<file path="src/rtl/priority_encoder.sv">
// Registered highest-bit-wins priority encoder: index and valid flag of the MSB set in `in`.
// Define PRIORITY_ENCODER_ONEHOT_EN to add the registered one-hot `onehot` output.
module priority_encoder #(
  parameter int WIDTH = 8,
  parameter int OUT_W = $clog2(WIDTH)
) (
  input  logic             clk,
  input  logic             rst,
  input  logic             en,
  input  logic [WIDTH-1:0] in,
  output logic [OUT_W-1:0] out,
  output logic             valid
`ifdef PRIORITY_ENCODER_ONEHOT_EN
  ,
  output logic [WIDTH-1:0] onehot
`endif
);

  logic [OUT_W-1:0] idx;
  logic             any;
  logic [OUT_W-1:0] out_d, out_q;
  logic             valid_d, valid_q;

  // Ascending scan: the last set bit seen is the most significant one.
  always_comb begin
    idx = '0;
    any = 1'b0;
    for (int i = 0; i < WIDTH; i++) begin
      if (in[i]) begin
        idx = OUT_W'(i);
        any = 1'b1;
      end
    end
  end

  always_comb begin
    out_d   = out_q;
    valid_d = valid_q;
    if (en) begin
      out_d   = any ? idx : '0;
      valid_d = any;
    end
  end

  always_ff @(posedge clk or posedge rst) begin
    if (rst) begin
      out_q   <= '0;
      valid_q <= 1'b0;
    end else begin
      out_q   <= out_d;
      valid_q <= valid_d;
    end
  end

  assign out   = out_q;
  assign valid = valid_q;

`ifdef PRIORITY_ENCODER_ONEHOT_EN
  logic [WIDTH-1:0] onehot_d, onehot_q;

  always_comb begin
    onehot_d = onehot_q;
    if (en) onehot_d = any ? (WIDTH'(1) << idx) : '0;
  end

  always_ff @(posedge clk or posedge rst) begin
    if (rst) onehot_q <= '0;
    else     onehot_q <= onehot_d;
  end

  assign onehot = onehot_q;
`endif

endmodule

</file>
<file path="config.mk">
export PLATFORM = sky130hd
export DESIGN_NAME = priority_encoder
export DESIGN_NICKNAME = d
export VERILOG_FILES = /design/src/rtl/priority_encoder.sv
export SDC_FILE = /design/constraint.sdc
export NUM_CORES = 1
export LEC_CHECK = 0
export ABC_CLOCK_PERIOD_IN_PS = 1200
export BUFFER_PORTS_ARGS = -buffer_cell sky130_fd_sc_hd__buf_2
export CAP_MARGIN = 20
export CELL_PAD_IN_SITES_DETAIL_PLACEMENT = 1
export CELL_PAD_IN_SITES_GLOBAL_PLACEMENT = 1
export CORE_AREA = 5 5 42 44
export CTS_BUF_LIST = sky130_fd_sc_hd__clkbuf_8
export DETAILED_ROUTE_END_ITERATION = 8
export DIE_AREA = 0 0 47 49
export MAX_ROUTING_LAYER = met4
export PLACE_DENSITY = 0.47
export SKIP_LAST_GASP = 1
export SYNTH_ARGS = -nofsm -noshare
export SYNTH_HDL_FRONTEND = slang
export SYNTH_SLANG_ARGS = --single-unit
</file>
<file path="constraint.sdc">
create_clock -name clk -period 1.2 [get_ports clk]
set_clock_uncertainty 0.2 [all_clocks]
set_input_delay 0 -clock clk [delete_from_list [all_inputs] [get_ports clk]]
set_output_delay 0 -clock clk [all_outputs]
set_load 0.02 [all_outputs]
</file>
Yosys cells after proc, flatten, opt, wreduce, memory -nomap -nowiden
Index checks and enable logic that the tools add are counted.

Register bits: 4. Input bits: 11. Output and inout port bits: 4. Word-level logic and storage cells: 18.

Muxes and demuxes: 16.

Operator list (number): 3-bit two-way mux (7); 1-bit two-way mux (9).

Longest topological paths before layout
Word-level depth: 9. Mapped depth: 4. Depth with buffers taken out: 4.

Worst setup path before layout
Ideal clock, no wire load.

Path type: reg2reg. Start: register out[0] (netlist name). End: register out_q[0], in the netlist out[0]. Setup time: 0.125 ns. Arrival time: 0.701 ns. Required time: 0.875 ns. Path slack: 0.174 ns. Stages on the path, launching flop included: 2. Path buffers: 0. Period minus slack after synthesis: 1.026 ns. Cell sequence: dfrtp_1 mux2_2.

RTL lines: end signal: assignment (line 50) `out_q <= out_d;`; end: declaration (line 21) `logic [OUT_W-1:0] out_d, out_q;`.

Worst setup path in the final report
Start: input en. End: register out_q[0], in the netlist out[0].

RTL lines: start: declaration (line 9) `input logic en,`.

No word-level cell between the ends.

==> qor.yml <==
route.vias.total: 250
reg2reg_to: "out[0]"
io_buffer_count: 14
post-place-cells: 52
timing.hold.worst.start: "in[7]"
synth_top_area_share: 0.5063
cts-root-to-sink-buffers: 2
die_area_um2: 2303
worstHoldEndpoint: "out[1]"
first_global_vias: 277
ys_top_cells_by_area: "dfrtp_1 (51%), nor2_1 (9.5%), a21oi_1 (7.6%), mux2_2 (5.7%), nor3_1 (5.1%)"
crit_family: "buffers and inverters"
detailedPlacementHpwl_um: 591.2
largest_net_degree_at_the_start_of_global_routing: 8
cts-buffers-inserted: 3
violations: "hold timing"
static-leakage-power_uw: 0.0001703
cts.hold.buffers_added: 5
routed_wire_length_per_instance_um: 12.57
cts.sink_count: 4
peakVddDrop_mv: 0.3252
fillers: 172
row_count: 14
worst_setup_path_startpoint: "en"
yosysWarningCount: 0
avgSynthCellArea_um2: 8.986
finalHoldWorstSlack_ns: -0.04971
crit-reg2reg-launch: "out[0]"
grt.total_usage: 0.07676
ys_seq_area_frac: 0.5063
core_um2: 1401
synth.ff_latch_count: 4
postRouteWirelength_um: 754
critPathBufInv: 2
timing.critical_path.cells: "dlygate4sd3_1, buf_2, mux2_2"
synthesis.area_um2: 197.7
period_share: 0.9588
detail_route.vias_per_cell: 4.167
drc: 0
tritoncts: "done"
flow.area_growth_from_synthesis_pct: 91.77
final_period_minus_worst_setup_slack_ns: 1.151
ant_nets: 0
p_per_area_nw_per_um2: 1351
fin_setup_tns_ns: 0
initial_utilization: 0.1411
timing.critical_path.from_type: "input pin"
num-nets-final: 57
worst_setup_hold_path_clk_slew_ns: 0.03
slew-limit-headroom: 0.7609
synth_cell_types: 11
unrepaired_setup_endpoints_after_global_routing: "no"
max_freq_mhz: 869.2
worst_path_largest_cell_delay_ns: 0.52
cts_max_level: 1
max_cap_violations: 0
die_w_um: 47
ff2ff_path_depth: 1
ff2ff_setup_slack_ns: 0.25
clkLatencyLatePin_ns: 0.21
post_route_cells_drive_above_1_share: 0.4545
dr.pass1.iters: 2
antenna_found_initial: 0
setup_viol: 0
worst_hold_path_type: "in -> reg"
gpl.final_weighted_congestion: 0.8187
post_layout_nonfiller_instances: 60
yosys.area.top_type: "dfrtp_1"
cp_data_arrival_time_ns: 1.04
grt_first_pass_wirelength_um: 1159
critPathKind: "in -> reg"
postLayoutSetupSlackWorst_ns: 0.04949
postSynthCellCount: 22
initialDrtViolationCount: 3
finalMaxSlewViolations: 0
setup.worst_path.end_class: "flip-flop"
post_place_worst_slack_ns: 0.1537
multi_input_comb_area_um2: 86.33
clock_tree_root: "clkbuf_8"
crit_slowest_cell: "dlygate4sd3_1"
worstHoldPathCells: 3
io_pins: 15
ff_latch_area_um2: 100.1
status: "finished with violations"
hold_viol_final: 4
fp.dieH_um: 49
diodes: 0
synth_fp_nets: 33
crit_required_ns: 1.09
timing_worst_slew_pin_value_ns: 0.3554
globalRoute.totalOverflow: 0
cp_max_fo: 7
-- flip-flops by register name (all words and copies together) (netlist names) --
name / flops
valid: 1
out: 3
-- stage by stage --
| stage | power, uW | hold slack (ns) | instance area (um^2) | util |
|---|---|---|---|---|
| 3_3_place_gp | 214.4 | -0.3137 | 287.8 | 0.2054 |
| 2_1_floorplan | 178.5 | -0.4339 | 197.7 | - |
| 3_5_place_dp | 217.6 | -0.3118 | 287.8 | 0.2054 |
| 4_1_cts | 531.1 | -0.04867 | 379.1 | 0.2705 |
| 5_1_grt | 544.0 | -0.03956 | 379.1 | 0.2705 |
| 6_report | 512.0 | -0.04971 | 379.1 | 0.2705 |
-- cell type report --
class                   instances  area share
repair buffers                 19      0.3168
flip-flops and latches          4      0.2640
well taps                      16     0.05281
inverters                       3     0.02970
clock buffers                   3      0.1089
multi-input cells              15      0.2277
-- kinds of logic after synthesis --
group / share of synthesized area
DFF: 0.5063
buffers and inverters: 0.05696
muxes: 0.05696
and+or+nand+nor: 0.1772
AOI/OAI and AO/OA: 0.2025
-- worst max path at each step --
stage,to,cells after the start,slack (ns)
final,out[0],3,0.05
after floorplan,out[0],1,0.17
after global placement,valid,3,0.24
after detailed placement,valid,3,0.15
after global routing,out[0],3,0.005
after CTS,out[0],3,0.05
-- tightest hold or removal path: stages --
cell     delay [ns]
buf_2          0.11
nor3_1         0.06
a21oi_1        0.15
-- per-layer routing --
metal,global-route usage,part of all wire
met5,-,0
met2,0.08145,0.39
met1,0.09534,0.46
met3,0.04428,0.15
met4,0.06912,0
-- synthesized netlist by cell type, drive strengths merged --
master and number:
nor3 2, a41oi 1, o31ai 1, mux2 1, dfrtp 4, nor2 5
nor4 1, inv 3, a21oi 4
-- cells in the final DEF (no fill, tap or decap) --
cell type,count
buf_2,14
inv_2,1
clkbuf_8,3
nor2_1,5
a41oi_1,1
a21oi_1,3
nor4_1,1
inv_1,2
mux2_2,1
o31ai_1,1
a21oi_2,1
dfrtp_1,4
nor3_1,2
dlygate4sd3_1,5
-- timing repair --
| item | CTS | global route |
|---|---|---|
| setup endpoints to repair | 0 | 0 |
| buffers inserted | 0 | 0 |
| gates resized for setup | 0 | 0 |
| hold endpoints to repair | 8 | 3 |
-- power breakdown --
part           internal (uW)  switching (uW)
Clock                    214            69.9
Combinational           38.6            42.0
Sequential               144            3.84
Power figures use the tool's default switching activity.
